$ cat src/rtl/launch_seq_pkg.sv
// launch_seq_pkg: shared types and helpers for the launch sequencer.
//   state_t       - sequencer FSM states (IDLE, RUN, DRAIN, FINISH)
//   credit_width  - bits needed to count 0..MAX_OUTSTANDING in-flight iterations
package launch_seq_pkg;

  typedef enum logic [1:0] {
    IDLE   = 2'd0,
    RUN    = 2'd1,
    DRAIN  = 2'd2,
    FINISH = 2'd3
  } state_t;

  function automatic int credit_width(input int max_outstanding);
    return $clog2(max_outstanding + 1);
  endfunction

endpackage

$ cat src/rtl/launch_credit_counter.sv
// launch_credit_counter: up/down counter of issued-but-not-completed iterations.
// Ports:
//   i_clk, i_rst      clock, asynchronous active-high reset
//   i_clr             synchronous clear (new run or watchdog abort)
//   i_inc, i_dec      one credit taken / returned; both together leave the count unchanged
//   o_count           current outstanding count
//   o_full, o_empty   count == MAX_OUTSTANDING / count == 0
module launch_credit_counter
  import launch_seq_pkg::*;
#(
  parameter  int MAX_OUTSTANDING = 2,
  localparam int W               = credit_width(MAX_OUTSTANDING)
) (
  input  logic         i_clk,
  input  logic         i_rst,
  input  logic         i_clr,
  input  logic         i_inc,
  input  logic         i_dec,
  output logic [W-1:0] o_count,
  output logic         o_full,
  output logic         o_empty
);

  localparam logic [W-1:0] ONE     = W'(1);
  localparam logic [W-1:0] MAX_CNT = W'(MAX_OUTSTANDING);

  logic [W-1:0] r_count;

  always_ff @(posedge i_clk or posedge i_rst) begin
    if (i_rst) begin
      r_count <= '0;
    end else if (i_clr) begin
      r_count <= '0;
    end else begin
      case ({i_inc, i_dec})
        2'b10:   r_count <= r_count + ONE;
        2'b01:   r_count <= r_count - ONE;
        default: r_count <= r_count;
      endcase
    end
  end

  assign o_count = r_count;
  assign o_full  = (r_count == MAX_CNT);
  assign o_empty = (r_count == '0);

endmodule

$ cat src/rtl/launch_sequencer.sv
// launch_sequencer: turns one "run N iterations" command into N AXI4-Stream start
// tokens (tdata = iteration index), bounded by a credit of MAX_OUTSTANDING
// in-flight iterations, and reports completion once N done tokens have returned.
// Ports:
//   aclk, areset                 clock, asynchronous active-high reset
//   cmd_start, cmd_iterations    run request (accepted only in IDLE)
//   busy, done_pulse             run active / one-cycle completion pulse
//   err_timeout                  sticky watchdog error
//   iter_completed               done tokens counted in the current/last run
//   m_start_axis_*               start token master (tstrb all ones, tlast = 1)
//   s_done_axis_*                done token slave (only tvalid is used)
//   o_dbg_state                  FSM state, for observation
//   o_dbg_outstanding            current in-flight iteration count
// Build option: define LAUNCH_SEQ_TIMEOUT_EN to build the watchdog; otherwise
// err_timeout is tied low and TIMEOUT_CYCLES is unused.
//
// Handshake: a token moves on a cycle where tvalid && tready are both high at
// the clock edge. Once the start tvalid is high it stays high with tdata held
// until the transfer (only areset or a watchdog abort drops it). The done
// slave is always ready out of reset.
module launch_sequencer
  import launch_seq_pkg::*;
#(
  parameter  int C_AXIS_TDATA_WIDTH = 32,
  parameter  int CNT_WIDTH          = 32,
  parameter  int MAX_OUTSTANDING    = 2,
  parameter  int TIMEOUT_CYCLES     = 1000000,
  localparam int CW                 = credit_width(MAX_OUTSTANDING)
) (
  input  logic                            aclk,
  input  logic                            areset,
  input  logic                            cmd_start,
  input  logic [CNT_WIDTH-1:0]            cmd_iterations,
  output logic                            busy,
  output logic                            done_pulse,
  output logic                            err_timeout,
  output logic [CNT_WIDTH-1:0]            iter_completed,
  output logic [C_AXIS_TDATA_WIDTH-1:0]   m_start_axis_tdata,
  output logic [C_AXIS_TDATA_WIDTH/8-1:0] m_start_axis_tstrb,
  output logic                            m_start_axis_tvalid,
  input  logic                            m_start_axis_tready,
  output logic                            m_start_axis_tlast,
  input  logic [C_AXIS_TDATA_WIDTH-1:0]   s_done_axis_tdata,
  input  logic [C_AXIS_TDATA_WIDTH/8-1:0] s_done_axis_tstrb,
  input  logic                            s_done_axis_tvalid,
  output logic                            s_done_axis_tready,
  input  logic                            s_done_axis_tlast,
  output state_t                          o_dbg_state,
  output logic [CW-1:0]                   o_dbg_outstanding
);

  localparam logic [CNT_WIDTH-1:0] CNT_ONE = CNT_WIDTH'(1);
  localparam int MW = (C_AXIS_TDATA_WIDTH > CNT_WIDTH) ? C_AXIS_TDATA_WIDTH : CNT_WIDTH;

  state_t               r_state, w_state_next;
  logic [CNT_WIDTH-1:0] r_n, r_issued, r_completed;
  logic                 r_zero_pulse;
  logic [CW-1:0]        w_outstanding;
  logic                 w_full, w_empty;
  logic                 w_active, w_tvalid, w_start_hs, w_done_hs;
  logic                 w_cmd_acc, w_cmd_zero, w_timeout;
  logic [MW-1:0]        w_issued_ext;
  logic                 w_unused;

  assign w_unused = ^{s_done_axis_tdata, s_done_axis_tstrb, s_done_axis_tlast};

  assign w_active   = (r_state == RUN) || (r_state == DRAIN);
  // tvalid is a function of registered state only; issued/full change only on a
  // transfer, so once raised it cannot fall before the handshake.
  assign w_tvalid   = (r_state == RUN) && (r_issued != r_n) && !w_full;
  assign w_start_hs = w_tvalid && m_start_axis_tready;
  // Done tokens with nothing in flight or beyond N are dropped, which also keeps
  // the credit counter from underflowing on a stray token.
  assign w_done_hs  = s_done_axis_tvalid && s_done_axis_tready && w_active &&
                      !w_empty && (r_completed != r_n);
  assign w_cmd_acc  = (r_state == IDLE) && cmd_start && (cmd_iterations != '0);
  assign w_cmd_zero = (r_state == IDLE) && cmd_start && (cmd_iterations == '0);

  always_ff @(posedge aclk or posedge areset) begin
    if (areset) r_state <= IDLE;
    else        r_state <= w_state_next;
  end

  always_comb begin
    w_state_next = r_state;
    busy         = (r_state != IDLE);
    done_pulse   = (r_state == FINISH) || r_zero_pulse;
    case (r_state)
      IDLE:    if (w_cmd_acc) w_state_next = RUN;
      RUN:     if (w_start_hs && (r_issued + CNT_ONE == r_n)) w_state_next = DRAIN;
      DRAIN:   if (w_done_hs && (r_completed + CNT_ONE == r_n)) w_state_next = FINISH;
      FINISH:  w_state_next = IDLE;
      default: w_state_next = IDLE;
    endcase
    if (w_timeout) w_state_next = IDLE;
  end

  always_ff @(posedge aclk or posedge areset) begin
    if (areset) begin
      r_n          <= '0;
      r_issued     <= '0;
      r_completed  <= '0;
      r_zero_pulse <= 1'b0;
    end else begin
      r_zero_pulse <= w_cmd_zero;
      if (w_cmd_acc) begin
        r_n         <= cmd_iterations;
        r_issued    <= '0;
        r_completed <= '0;
      end else begin
        if (w_start_hs) r_issued    <= r_issued + CNT_ONE;
        if (w_done_hs)  r_completed <= r_completed + CNT_ONE;
      end
    end
  end

  launch_credit_counter #(
    .MAX_OUTSTANDING(MAX_OUTSTANDING)
  ) u_credit (
    .i_clk   (aclk),
    .i_rst   (areset),
    .i_clr   (w_cmd_acc | w_timeout),
    .i_inc   (w_start_hs),
    .i_dec   (w_done_hs),
    .o_count (w_outstanding),
    .o_full  (w_full),
    .o_empty (w_empty)
  );

`ifdef LAUNCH_SEQ_TIMEOUT_EN
  localparam int              WD_W    = $clog2(TIMEOUT_CYCLES + 1);
  localparam logic [WD_W-1:0] WD_LAST = WD_W'(TIMEOUT_CYCLES - 1);
  localparam logic [WD_W-1:0] WD_ONE  = WD_W'(1);

  logic [WD_W-1:0] r_wd;
  logic            r_err;
  logic            w_wd_run;

  // Counts cycles spent waiting on in-flight work; any returned token restarts it.
  assign w_wd_run  = w_active && !w_empty && !w_done_hs;
  assign w_timeout = w_wd_run && (r_wd == WD_LAST);

  always_ff @(posedge aclk or posedge areset) begin
    if (areset) begin
      r_wd  <= '0;
      r_err <= 1'b0;
    end else begin
      if (!w_wd_run || w_timeout) r_wd <= '0;
      else                        r_wd <= r_wd + WD_ONE;
      if (w_timeout) r_err <= 1'b1;
    end
  end

  assign err_timeout = r_err;
`else
  localparam int UNUSED_TIMEOUT = TIMEOUT_CYCLES;
  assign w_timeout   = 1'b0;
  assign err_timeout = 1'b0;
`endif

  assign w_issued_ext        = MW'(r_issued);
  assign m_start_axis_tdata  = w_issued_ext[C_AXIS_TDATA_WIDTH-1:0];
  assign m_start_axis_tstrb  = '1;
  assign m_start_axis_tvalid = w_tvalid;
  assign m_start_axis_tlast  = 1'b1;
  assign s_done_axis_tready  = ~areset;
  assign iter_completed      = r_completed;
  assign o_dbg_state         = r_state;
  assign o_dbg_outstanding   = w_outstanding;

endmodule

$ cat config.mk
export PLATFORM = sky130hd
export DESIGN_NAME = launch_sequencer
export DESIGN_NICKNAME = d
export VERILOG_FILES = /design/src/rtl/launch_seq_pkg.sv /design/src/rtl/launch_credit_counter.sv /design/src/rtl/launch_sequencer.sv
export SDC_FILE = /design/constraint.sdc
export NUM_CORES = 1
export LEC_CHECK = 0
export CORE_ASPECT_RATIO = 0.5
export CORE_MARGIN = 3
export CORE_UTILIZATION = 54
export CTS_BUF_LIST = sky130_fd_sc_hd__clkbuf_4 sky130_fd_sc_hd__clkbuf_8
export DETAILED_ROUTE_END_ITERATION = 10
export PLACE_DENSITY = 0.84
export SLEW_MARGIN = 30
export SYNTH_ARGS = -nofsm -noshare
export SYNTH_HDL_FRONTEND = slang
export SYNTH_SLANG_ARGS = --single-unit
$ cat constraint.sdc
create_clock -name aclk -period 5.6 [get_ports aclk]
set_input_delay 1.4 -clock aclk [delete_from_list [all_inputs] [get_ports aclk]]
set_output_delay 1.4 -clock aclk [all_outputs]
set_load 0.02 [all_outputs]
# Yosys cells after proc, flatten, opt, wreduce, memory -nomap -nowiden
# Index checks and enable logic that the tools add are counted.
[classes] reduce_logical=25 n_eq_ne=13 add_sub_neg=4 n_mux=10 bitwise_logic=1
[ops] cell="32-bit two-way mux" n=4
[ops] cell="32-bit by 1-bit adder with 32-bit output, second input constant" n=2
[ops] cell="32-bit equality test" n=2
[ops] cell="32-bit inequality test" n=2
[ops] cell="32-bit zero test" n=1
[ops] cell="32-bit nonzero test" n=1
[ops] cell="1-bit logical AND" n=12
[ops] cell="2-bit equality test, second input constant" n=4
[ops] cell="2-bit two-way mux" n=4
[ops] cell="2-bit case mux with 4 select lines" n=1
[ops] cell="2-bit by 1-bit inequality test with 1-bit output, second input constant" n=3
[ops] cell="2-bit nonzero test" n=3
[ops] cell="2-bit by 1-bit equality test with 1-bit output, second input constant" n=2
[ops] cell="2-bit zero test" n=2
[ops] cell="2-bit case mux with 2 select lines" n=1
[ops] cell="3-bit AND reduction" n=1
[ops] cell="3-bit nonzero test" n=1
[ops] cell="2-bit by 1-bit adder with 2-bit output, second input constant" n=1
[ops] cell="1-bit zero test" n=2
[ops] cell="1-bit logical OR" n=2
[ops] cell="2-bit by 1-bit subtractor with 2-bit output, second input constant" n=1
[ops] cell="1-bit NOT" n=1
[totals] output_inout_bits=78 reg_bits=101

# Longest topological paths before layout
# Gate-level depths: netlist of the first run.
[logic_depth] ltp_word=8 ltp_mapped=13 ltp_nobuf=11

# By module
# A second synthesis of the first run with hierarchy kept.
[hier_totals] hier_cells=790 hier_area_um2=7071.8
[modules_own_cells] mod="launch_sequencer" n_inst=1 cells_each=776 seq_area_each_um2=2477.4 area_each_um2=6940.4
[modules_own_cells] mod="launch_credit_counter" n_inst=1 cells_each=14 seq_area_each_um2=50.0 area_each_um2=131.4

# Worst setup path before layout of the first run
# No wires, ideal clock.
[synth_path] path_type="input to register" start="input areset" end="register r_state[1], in the netlist o_dbg_state[1]" arrival_ns=5.756 setup_ns=0.128 slack_ns=-0.283 n_path_buf=0 cell_stages=8 cell_sequence="inv_1 > o2111ai_1 > a21oi_1 > nand3b_1 > or3_1 > or4_1 > a22oi_2 > mux2_1"
[synth_via] elab_chain_len=8
[synth_rtl] item="start: declaration" line="launch_sequencer.sv:31" text="input logic areset,"
[synth_rtl] item="1-bit NOT" line="launch_sequencer.sv:166" text="assign s_done_axis_tready = ~areset;"
[synth_rtl] item="1-bit logical AND (3 in a row)" line="launch_sequencer.sv:74" text="assign w_done_hs = s_done_axis_tvalid && s_done_axis_tready && w_active &&"
[synth_rtl] item="1-bit logical AND" line="launch_sequencer.sv:75" text="!w_empty && (r_completed != r_n);"
[synth_rtl] item="1-bit logical AND" line="launch_sequencer.sv:91" text="DRAIN: if (w_done_hs && (r_completed + CNT_ONE == r_n)) w_state_next = FINISH;"
[synth_rtl] item="2-bit by 1-bit inequality test with 1-bit output (no line)"
[synth_rtl] item="3-bit AND reduction (no line)"
[synth_rtl] item="end signal: assignment" line="launch_sequencer.sv:81" text="else r_state <= w_state_next;"
[synth_rtl] item="end: declaration" line="launch_sequencer.sv:55" text="state_t r_state, w_state_next;"
# No other way between the ends.
# A chain may end at the register's enable or synchronous reset.

# Worst setup path after layout of the first run
[layout_path] start="register r_issued[6], in the netlist m_start_axis_tdata[6]" end="output m_start_axis_tvalid"
[layout_via] elab_chain_len=3
[layout_rtl] item="start: declaration" line="launch_sequencer.sv:56" text="logic [CNT_WIDTH-1:0] r_n, r_issued, r_completed;"
[layout_rtl] item="start signal: assignment" line="launch_sequencer.sv:111" text="if (w_start_hs) r_issued <= r_issued + CNT_ONE;"
[layout_rtl] item="32-bit inequality test" line="launch_sequencer.sv:70" text="assign w_tvalid = (r_state == RUN) && (r_issued != r_n) && !w_full;"
[layout_rtl] item="1-bit logical AND (2 in a row)" line="launch_sequencer.sv:70"
[layout_rtl] item="end: declaration" line="launch_sequencer.sv:40" text="output logic m_start_axis_tvalid,"
# No other way between the ends.

==> results of run 1 <==
## per-layer routing
layer / wire [um] / global-route usage (%) / share of wire [%] / up-vias
met5: 0 / 0 / 0 / -
met4: 192 / 4.75 / 0.88 / 0
met3: 1660 / 4.37 / 7.6 / 27
met2: 9560 / 46.0 / 44 / 284
met1: 10400 / 45.9 / 48 / 3184
li1: - / - / - / 3038
## worst max-delay path, delay by kind of cell, from the launching register on
family | cells | cell delay [ns]
simple gates | 4 | 1.43
buf+inv | 1 | 0.53
xor+xnor | 1 | 0.33
flops | 1 | 0.51
## state kept, by name, indices dropped and copies added, names as in the netlist
signal,flops
iter_completed,32
m_start_axis_tdata,32
o_dbg_state,2
r_n,32
r_zero_pulse,1
u_credit.o_count,2
## through the flow
step           utilization, %  area (sq um)
2_1_floorplan               -          7210
3_3_place_gp             64.6          8300
3_5_place_dp             64.6          8300
4_1_cts                  66.1          8490
5_1_grt                  66.1          8490
6_report                 66.1          8490
## synth_stat cells (all sizes together), types with 2 or more instances
cell,count,share of area [%]
o31ai,3,0.31
buf,19,1.5
xor2,69,8.4
a211oi,6,0.63
conb,2,0.10
clkbuf,43,2.2
a311oi,3,0.37
nor4b,2,0.24
xnor2,89,11
nand4b,4,0.49
o21ai,22,1.5
or4,8,0.83
nor2,101,5.3
a31oi,6,0.52
mux2i,5,0.70
nor3,23,1.7
a21oi,16,1.1
nor3b,4,0.42
nand2,59,3.1
and4,10,1.2
and2,6,0.52
dfrtp,101,35
nand4,52,4.7
or2,3,0.26
or3b,2,0.24
nor2b,6,0.52
nand3,25,1.8
or3,12,1.0
inv,14,0.73
nor4,30,2.8
nand2b,6,0.52
a2111oi,2,0.24
mux2,35,5.5
o22ai,2,0.17
and3,13,1.1
ha,8,1.4
## power by group
group          total [uW]  internal, uW  switching (uW)  leakage, uW
combinational         584           273             311      0.00199
sequential            897           778             119      0.00135
clock                 486           218             268    0.0000968
total                1970          1270             698      0.00344
## how the worst min path moves through the flow
stage / slack, ns / cells after the start / to
final: 0.60 / 1 / o_dbg_state[1]$_DFFE_PP0P_
after CTS: 0.61 / 1 / o_dbg_state[1]$_DFFE_PP0P_
after global routing: 0.64 / 1 / o_dbg_state[1]$_DFFE_PP0P_
after floorplan: 0.54 / 1 / r_n[12]$_DFFE_PP0P_
after detailed placement: 0.59 / 1 / o_dbg_state[1]$_DFFE_PP0P_
after global placement: 0.58 / 1 / o_dbg_state[1]$_DFFE_PP0P_
## cell families (layout without fill, tap and decap cells)
family / count (synthesis) / in the layout / synth area share, %
fa+ha+maj: 8 / 8 / 1.39
buf+inv: 76 / 145 / 4.50
compound gates: 72 / 72 / 6.43
xor+xnor: 158 / 158 / 19.2
other cells: 2 / 6 / 0.104
flops: 101 / 101 / 35.1
mux: 40 / 40 / 6.17
simple gates: 368 / 368 / 27.0
## layout make-up
cell class              instances  area, sq um
flip-flops and latches        101         2530
multi-input cells             652         4370
repair buffers                115         1130
clock inverters                 5         58.8
fillers                      1114         4350
inverters                      14         56.3
well taps                     170          213
clock buffers                  11          139
==> impl_metrics.py, run 1 <==
metrics = {
    "outcome": {
        "outcome": "completed",
    },
    "die": {
        "std_cell_rows": 29,
        "die_w_um": 169,
        "io_pins": 152,
        "core-area_sq_um": 12800,
        "start_util_pct": 56.0,
        "die_h_um": 87.6,
        "dieArea_sq_um": 14800,
    },
    "global_routing": {
        "grt_pass1_wl_um": 35000,
        "antenna_found_initial": 0,
        "overflow": 0,
        "grt_pass1_vias": 6138,
        "grt_max_degree": 64,
        "grt_util_all_layers_pct": 30.0,
    },
    "power": {
        "total_power_uw": 1970,
        "ir_drop_v": 0.000189,
        "p_per_area_nw_per_um2": 232,
        "leakage_uw": 0.00344,
    },
    "sta": {
        "fin_skew_ns": 0.0162,
        "maxSlewViolCount": 0,
        "setup_slack_ns": 1.01,
        "worstMarginPinSlew_ns": 0.846,
        "timing.fmax_mhz": 218,
        "max_slew_margin_pct": 43.4,
        "hold_viol_final": 0,
        "fin_crit_sh_pct": 82.0,
        "setup_tns_ns": 0,
        "period_minus_slack_ns": 4.59,
        "rsz0062_at_grt": "false",
        "setup_viol": 0,
        "hold_ws_ns": 0.601,
    },
    "hold_path": {
        "hold_start": "o_dbg_state[1]$_DFFE_PP0P_",
        "worstHoldPathType": "reg -> reg",
    },
    "clock_network": {
        "clock-root-buffer": "clkbuf_8",
        "cts_buffers": 9,
        "cts_sinks": 101,
        "clkTransAtPathRegs_ns": 0.10,
        "hold_buffers": 0,
        "cts_buffer_depth": 2,
        "insertion_delay_ns": 0.38,
        "post_cts_buffers": 0,
        "ctsResizeCount": 0,
        "cts_tree": "built",
        "ctsHtreeMaxLevel": 3,
    },
    "critical_path": {
        "path_class": "reg -> out",
        "ff2ff_path_depth": 10,
        "arrival_ns": 3.19,
        "r2r_end": "o_dbg_state[1]$_DFFE_PP0P_",
        "path_cells": "xnor2_1 -> nand2_1 -> or4_1 -> or4_1 -> and3_1 -> clkdlybuf4s50_1",
        "required_ns": 4.20,
        "timing.rr.start": "iter_completed[0]$_DFFE_PP0P_",
        "endpoint": "m_start_axis_tvalid",
        "cpPeakStageDelay_ns": 0.57,
        "cp-end-kind": "primary output",
        "cp_common_cell": "or4_1",
        "crit_fanout": 10,
        "crit_start": "m_start_axis_tdata[6]$_DFFE_PP0P_",
        "cpMaxStageDelayCell": "or4_1",
        "r2r_setup_slack_ns": 1.88,
        "cp-start-kind": "flop",
    },
    "synthesis": {
        "synth_edf_count": 0,
        "ys_warn_count": 0,
        "syn_inst": 825,
        "syn_avg_cell_area_sq_um": 8.72,
        "synth_cell_types": 57,
        "ys_seq_area_share_pct": 35.1,
        "synth-seq-cells": 101,
        "netlist_area_sq_um": 7200,
        "synthFlopType": "dfrtp_1",
        "synthArstFlopShare_pct": 100,
    },
    "detailed_routing": {
        "drt_iter0_markers": 567,
        "drc": 0,
        "dr.pass1.iters": 6,
        "wire_per_inst_um": 20.4,
        "postRouteAntennaNets": 0,
        "num_vias": 6533,
        "wl_um": 21800,
        "vias_per_cell": 6.12,
    },
    "finish": {
        "finalNonFillerCells": 1068,
        "drive_gt1_share_pct": 8.02,
        "mostFrequentLayoutCells": "clkdlybuf4s50_1 (108), dfrtp_1 (101), nor2_1 (100)",
        "layout.nets": 975,
        "final_common_cell": "clkdlybuf4s50_1",
        "area_growth_pct": 18.0,
        "antenna_cells": 0,
    },
    "placed_design": {
        "dpl.hpwl_um": 17000,
        "place_inst": 1052,
        "io_buffers": 108,
        "gp_congestion": 0.961,
        "place_ws_ns": 1.31,
    },
    "run": {
        "cap_viol_max_count": 0,
    },
}
Power figures use the tool's default switching activity.
==> inputs of run 2 (changes only) <==
--- a/config.mk
+++ b/config.mk
@@ -7,10 +7,10 @@
 export LEC_CHECK = 0
 export CORE_ASPECT_RATIO = 0.5
 export CORE_MARGIN = 3
-export CORE_UTILIZATION = 54
+export CORE_UTILIZATION = 48
 export CTS_BUF_LIST = sky130_fd_sc_hd__clkbuf_4 sky130_fd_sc_hd__clkbuf_8
 export DETAILED_ROUTE_END_ITERATION = 10
-export PLACE_DENSITY = 0.84
+export PLACE_DENSITY = 0.79
 export SLEW_MARGIN = 30
 export SYNTH_ARGS = -nofsm -noshare
 export SYNTH_HDL_FRONTEND = slang
==> constraint.sdc (replaced) <==
create_clock -name aclk -period 3.8 [get_ports aclk]
set_input_delay 0.95 -clock aclk [delete_from_list [all_inputs] [get_ports aclk]]
set_output_delay 0.95 -clock aclk [all_outputs]
set_load 0.02 [all_outputs]
==> impl_metrics.py, run 2 (synthesis results as in run 1) <==
metrics = {
    "detailed_routing": {
        "drt_iter0_markers": 696,
        "dr.pass1.iters": 5,
        "postRouteAntennaNets": 0,
        "wire_per_inst_um": 19.6,
        "drc": 0,
        "wl_um": 22100,
        "vias_per_cell": 5.90,
        "num_vias": 6664,
    },
    "finish": {
        "antenna_cells": 0,
        "area_growth_pct": 22.9,
        "mostFrequentLayoutCells": "clkdlybuf4s50_1 (107), nor2_1 (100), dfrtp_1 (100)",
        "drive_gt1_share_pct": 12.5,
        "fin_area_sq_um": 8840,
        "final_common_cell": "clkdlybuf4s50_1",
        "layout.nets": 1014,
    },
    "placed_design": {
        "place_area_sq_um": 8630,
        "gp_congestion": 1.00,
        "dpl.hpwl_um": 17500,
        "io_buffers": 108,
    },
    "sta": {
        "period_minus_slack_ns": 3.73,
        "maxSlewViolCount": 0,
        "fin_crit_sh_pct": 98.0,
        "fin_skew_ns": 0.0101,
        "max_slew_margin_pct": 38.2,
        "worstMarginPinSlew_ns": 0.925,
        "timing.fmax_mhz": 268,
        "setup_viol": 0,
        "hold_viol_final": 0,
        "setup_tns_ns": 0,
        "rsz0062_at_grt": "false",
    },
    "die": {
        "core-area_sq_um": 14100,
        "std_cell_rows": 30,
        "io_pins": 152,
        "start_util_pct": 51.1,
        "die_w_um": 179,
        "die_h_um": 92.6,
        "dieArea_sq_um": 16600,
    },
    "power": {
        "switchingPower_uw": 1040,
        "p_seq_share_pct": 44.1,
        "intPower_uw": 1820,
        "total_power_uw": 2870,
        "leakage_uw": 0.00363,
        "p_per_area_nw_per_um2": 324,
        "clockPowerShare_pct": 22.6,
        "ir_drop_v": 0.000215,
        "power_frac_comb_pct": 33.3,
        "p_sw_share_pct": 36.4,
    },
    "critical_path": {
        "cp-start-kind": "flop",
        "required_ns": 2.85,
        "crit_fanout": 3,
        "cp-end-kind": "primary output",
        "cp_common_cell": "or4_1",
        "cpMaxStageDelayCell": "or4_1",
        "path_cells": "xnor2_2 -> nand2_1 -> or4_1 -> or4_1 -> and3_1 -> dlygate4sd2_1",
        "cp_num_buf_inv": 1,
        "path_class": "reg -> out",
        "cpPeakStageDelay_ns": 0.59,
        "crit_family": "simple AND/OR/NAND/NOR gates",
        "arrival_ns": 2.78,
    },
    "clock_network": {
        "cts_sinks": 101,
        "hold_buffers": 0,
        "ctsHtreeMaxLevel": 3,
        "clock-root-buffer": "clkbuf_8",
        "cts_buffer_depth": 2,
        "cts_buffers": 9,
        "insertion_delay_ns": 0.38,
        "clkTransAtPathRegs_ns": 0.10,
        "cts_tree": "built",
    },
    "global_routing": {
        "antenna_found_initial": 0,
        "grt_max_degree": 75,
        "overflow": 0,
        "grt_pass1_wl_um": 35200,
        "grt_util_all_layers_pct": 27.2,
        "grt_pass1_vias": 6357,
    },
    "run": {
        "cap_viol_max_count": 0,
    },
    "hold_path": {
        "worstHoldPathType": "reg -> reg",
    },
    "outcome": {
        "outcome": "completed",
    },
}
## run 2: cell types whose count changed in the layout (fill, tap and decap cells not counted), sizes merged
cell,before,now
buf,7,46
clkbuf,11,9
clkinv,1,3
clkinvlp,3,5
bufinv,1,0
clkdlybuf4s50,108,107
dlygate4sd2,0,1
inv,14,13
## run 2: power by group through the flow
stage	Sequential, uW	Clock (uW)	Combinational (uW)
global placement	1280	0	936
CTS	1260	654	953
detailed placement	1280	0	954
floorplan	1340	0	521
global route	1280	703	1040
finish	1270	649	954
## run 2: metrics by stage
stage / setup slack, ns / cells / hold WS, ns / utilization (%)
global placement: 0.216 / 1113 / 0.578 / 61.3
CTS: 0.0648 / 1129 / 0.598 / 62.7
finish: 0.0750 / 1129 / 0.597 / 62.8
global route: 0.000363 / 1129 / 0.642 / 62.8
detailed placement: 0.216 / 1113 / 0.585 / 61.3
floorplan: -0.244 / 829 / 0.543 / -
## run 2: final cells by class
class	instances	area [sq um]
clock buffers	9	124
inverters	14	56.3
well taps	192	240
fillers	1212	5230
clock inverters	7	52.6
multi-input cells	652	4400
repair buffers	154	1440
flip-flops and latches	101	2530
## run 2: final timing paths
check | start | to | slack [ns] | cells after the start
min in group asynchronous | areset | iter_completed[4]$_DFFE_PP0P_ | 1.13 | 3
setup / recovery | r_n[7]$_DFFE_PP0P_ | m_start_axis_tvalid | 0.07 | 6
setup reg to reg | iter_completed[10]$_DFFE_PP0P_ | o_dbg_state[1]$_DFFE_PP0P_ | 0.19 | 9
hold / removal | u_credit.o_count[1]$_DFFE_PP0P_ | u_credit.o_count[1]$_DFFE_PP0P_ | 0.60 | 2
hold reg to reg | u_credit.o_count[1]$_DFFE_PP0P_ | u_credit.o_count[1]$_DFFE_PP0P_ | 0.60 | 2
max in group asynchronous | areset | r_n[7]$_DFFE_PP0P_ | 2.08 | 3
## run 2: tightest hold or removal path: stages, from the launching register on
cell	delay, ns
dfrtp_1	0.41
xnor2_1	0.13
nor2_1	0.04
## run 2: routing by layer
metal  vias to the layer above  GRT usage [%]  part of all wire (%)
met5                         -              0                     0
met4                         0           4.63                   1.1
met3                        24           4.63                   8.2
met2                       280           40.4                    43
met1                      3256           41.9                    47
li1                       3104              -                     -
## run 2: what timing repair did
item | in CTS | in global routing
setup endpoints to repair | 1 | 2
pin swaps | 0 | 0
resized for setup | 4 | 3
buffers inserted | 0 | 0
==> RTL change: new RTL, config.mk and constraints of run 2 <==
The option `LAUNCH_SEQ_TIMEOUT_EN` is turned on by a define.
--- a/src/rtl/launch_sequencer.sv
+++ b/src/rtl/launch_sequencer.sv
@@ -20,2 +20,4 @@
 // slave is always ready out of reset.
+`define LAUNCH_SEQ_TIMEOUT_EN
+
 module launch_sequencer
Function: same outputs for any inputs over 10 cycles, from zero or initial values and one cycle with areset high; that may be too few to reach the edited logic, so the function may still have changed.
==> RTL change against run 2 <==
- sequential cell count rose by 21
- cell area rose by 12%
- setup slack got worse by 0.0097 ns
- routed wire length rose by 8.9%
- global-route usage fell by 1.1 points
- synthesized cell count rose by 9.6%
- sequential share of layout area rose by 2.4 points
- cell count rose by 9.6%
- clock skew rose by 0.0027 ns
- utilization fell by 0.86 points
- worst hold slack got worse by 0.12 ns
- critical path depth fell by 1
- area after synthesis rose by 12%
Power is not compared: it rests on default switching activity, and its combinational part moved more than twofold at a synthesized area within 25%.
==> RTL change: results (changes against run 2) <==
global routing usage on met1=37.07% (-4.9 points); top post-synthesis cells by count=nor2_1, dfrtp_1, xnor2_1; CP max-delay cell=or4_1; Area contributors post-synth=dfrtp_1, xnor2_1, xor2_1; first-pass GRT wire length=38,380 um (+9.0%); Total GRT Usage=26.19% (-1.1 points); clk buf depth=2 (unchanged); worst slack at placement=0.2498 ns (+0.03387 ns); final net count=1,086 (+7.1%); Met2 Wirelength=11,010 um (+15%); clock-net power=around 1200 uW; M3 GR Usage=4.396% (-0.23 points); Fin Clk Skew=0.01283 ns (+0.002749 ns); clk slew on worst S/H paths=0.08 ns (-0.02 ns); power per cell area=531.4 nW/um^2; post-DP HPWL=18,000 um (+2.9%); Post-CTS Setup Repair Bufs=0 (unchanged); Slew @ Worst Pin=0.7827 ns (-0.1420 ns); Clk Tree Root Cell=clkbuf_8; max incr delay on CP=0.54 ns (-0.05 ns); largest net degree at the start of global routing=97 (+29%); H-tree Lvls=4 (+1); # placed instances=1,201 (+7.9%); worst setup path category=flip-flop to output pin; cts repair resizes=2 (-2); Met1 Wirelength=10,850 um (+3.3%); n_diodes=0 (unchanged); cell count after synthesis=904 (+9.6%); status=complete, no violations; sequential-to-total area share from yosys stat=37.85% (+2.7 points); Peak VDD IR=~0.26 mV; fill cell count=1,356 (+12%); post-synth cell types=59 (+3.5%); vias in the first global route=7,044 (+11%); drt via density=5.895 (-0.13%); power of the combinational group=between 2000 and 2500 uW; Top Layer Used=met4; Placed Area=9394 um^2 (+8.8%); met2 usage=41.07% (+0.63 points); CTS Buf Count=17 (+8); cell family with most CP delay=simple AND/OR/NAND/NOR gates; routed via count=7,292 (+9.4%); share of layout cells above drive strength 1=11.61% (-0.87 points); met3 WL=1725 um (-4.9%); Non-Filler Cell Area, Final=9876 um^2 (+12%); Sw Pwr=2144 uW; RePlAce Congestion=0.9022 (-10%); Initial DRT Pass Iterations=5 (unchanged); Clk Latency, worst-skew pair=0.45 ns (+0.07 ns); Synthesis Warnings=0 (unchanged); Routed WL=24,080 um (+8.9%); Initial DRC Count=783 (+13%); # port buffers=109 (+0.93%)
## RTL change: path summary, 6_finish.rpt
kind,from,to,slack (ns),depth (start not counted)
min reg2reg,err_timeout,err_timeout,0.48,1
max reg2reg,m_start_axis_tdata[0],o_dbg_state[0],0.26,9
max,r_n[25],m_start_axis_tvalid,0.07,5
max in group asynchronous,areset,m_start_axis_tdata[23],1.48,5
min in group asynchronous,areset,iter_completed[14],1.24,3
min,err_timeout,err_timeout,0.48,1
## RTL change: area by class of cell
type	count	share of cell area, %
Tap cell	221	2.800
Clock inverter	12	1.419
Timing Repair Buffer	140	13.72
Inverter	17	0.6842
Sequential cell	122	30.96
Clock buffer	20	2.724
Multi-Input combinational cell	705	47.69
## RTL change: cells by family after synthesis
| kind of cell | share of synthesized area (%) |
|---|---|
| AOI/OAI and AO/OA | 6.764 |
| xor gates and xnor gates | 18.68 |
| adders and majority gates | 1.396 |
| buffers and inverters | 4.437 |
| DFF | 37.85 |
| muxes | 5.709 |
| other | 0.04650 |
| and+or+nand+nor | 25.12 |
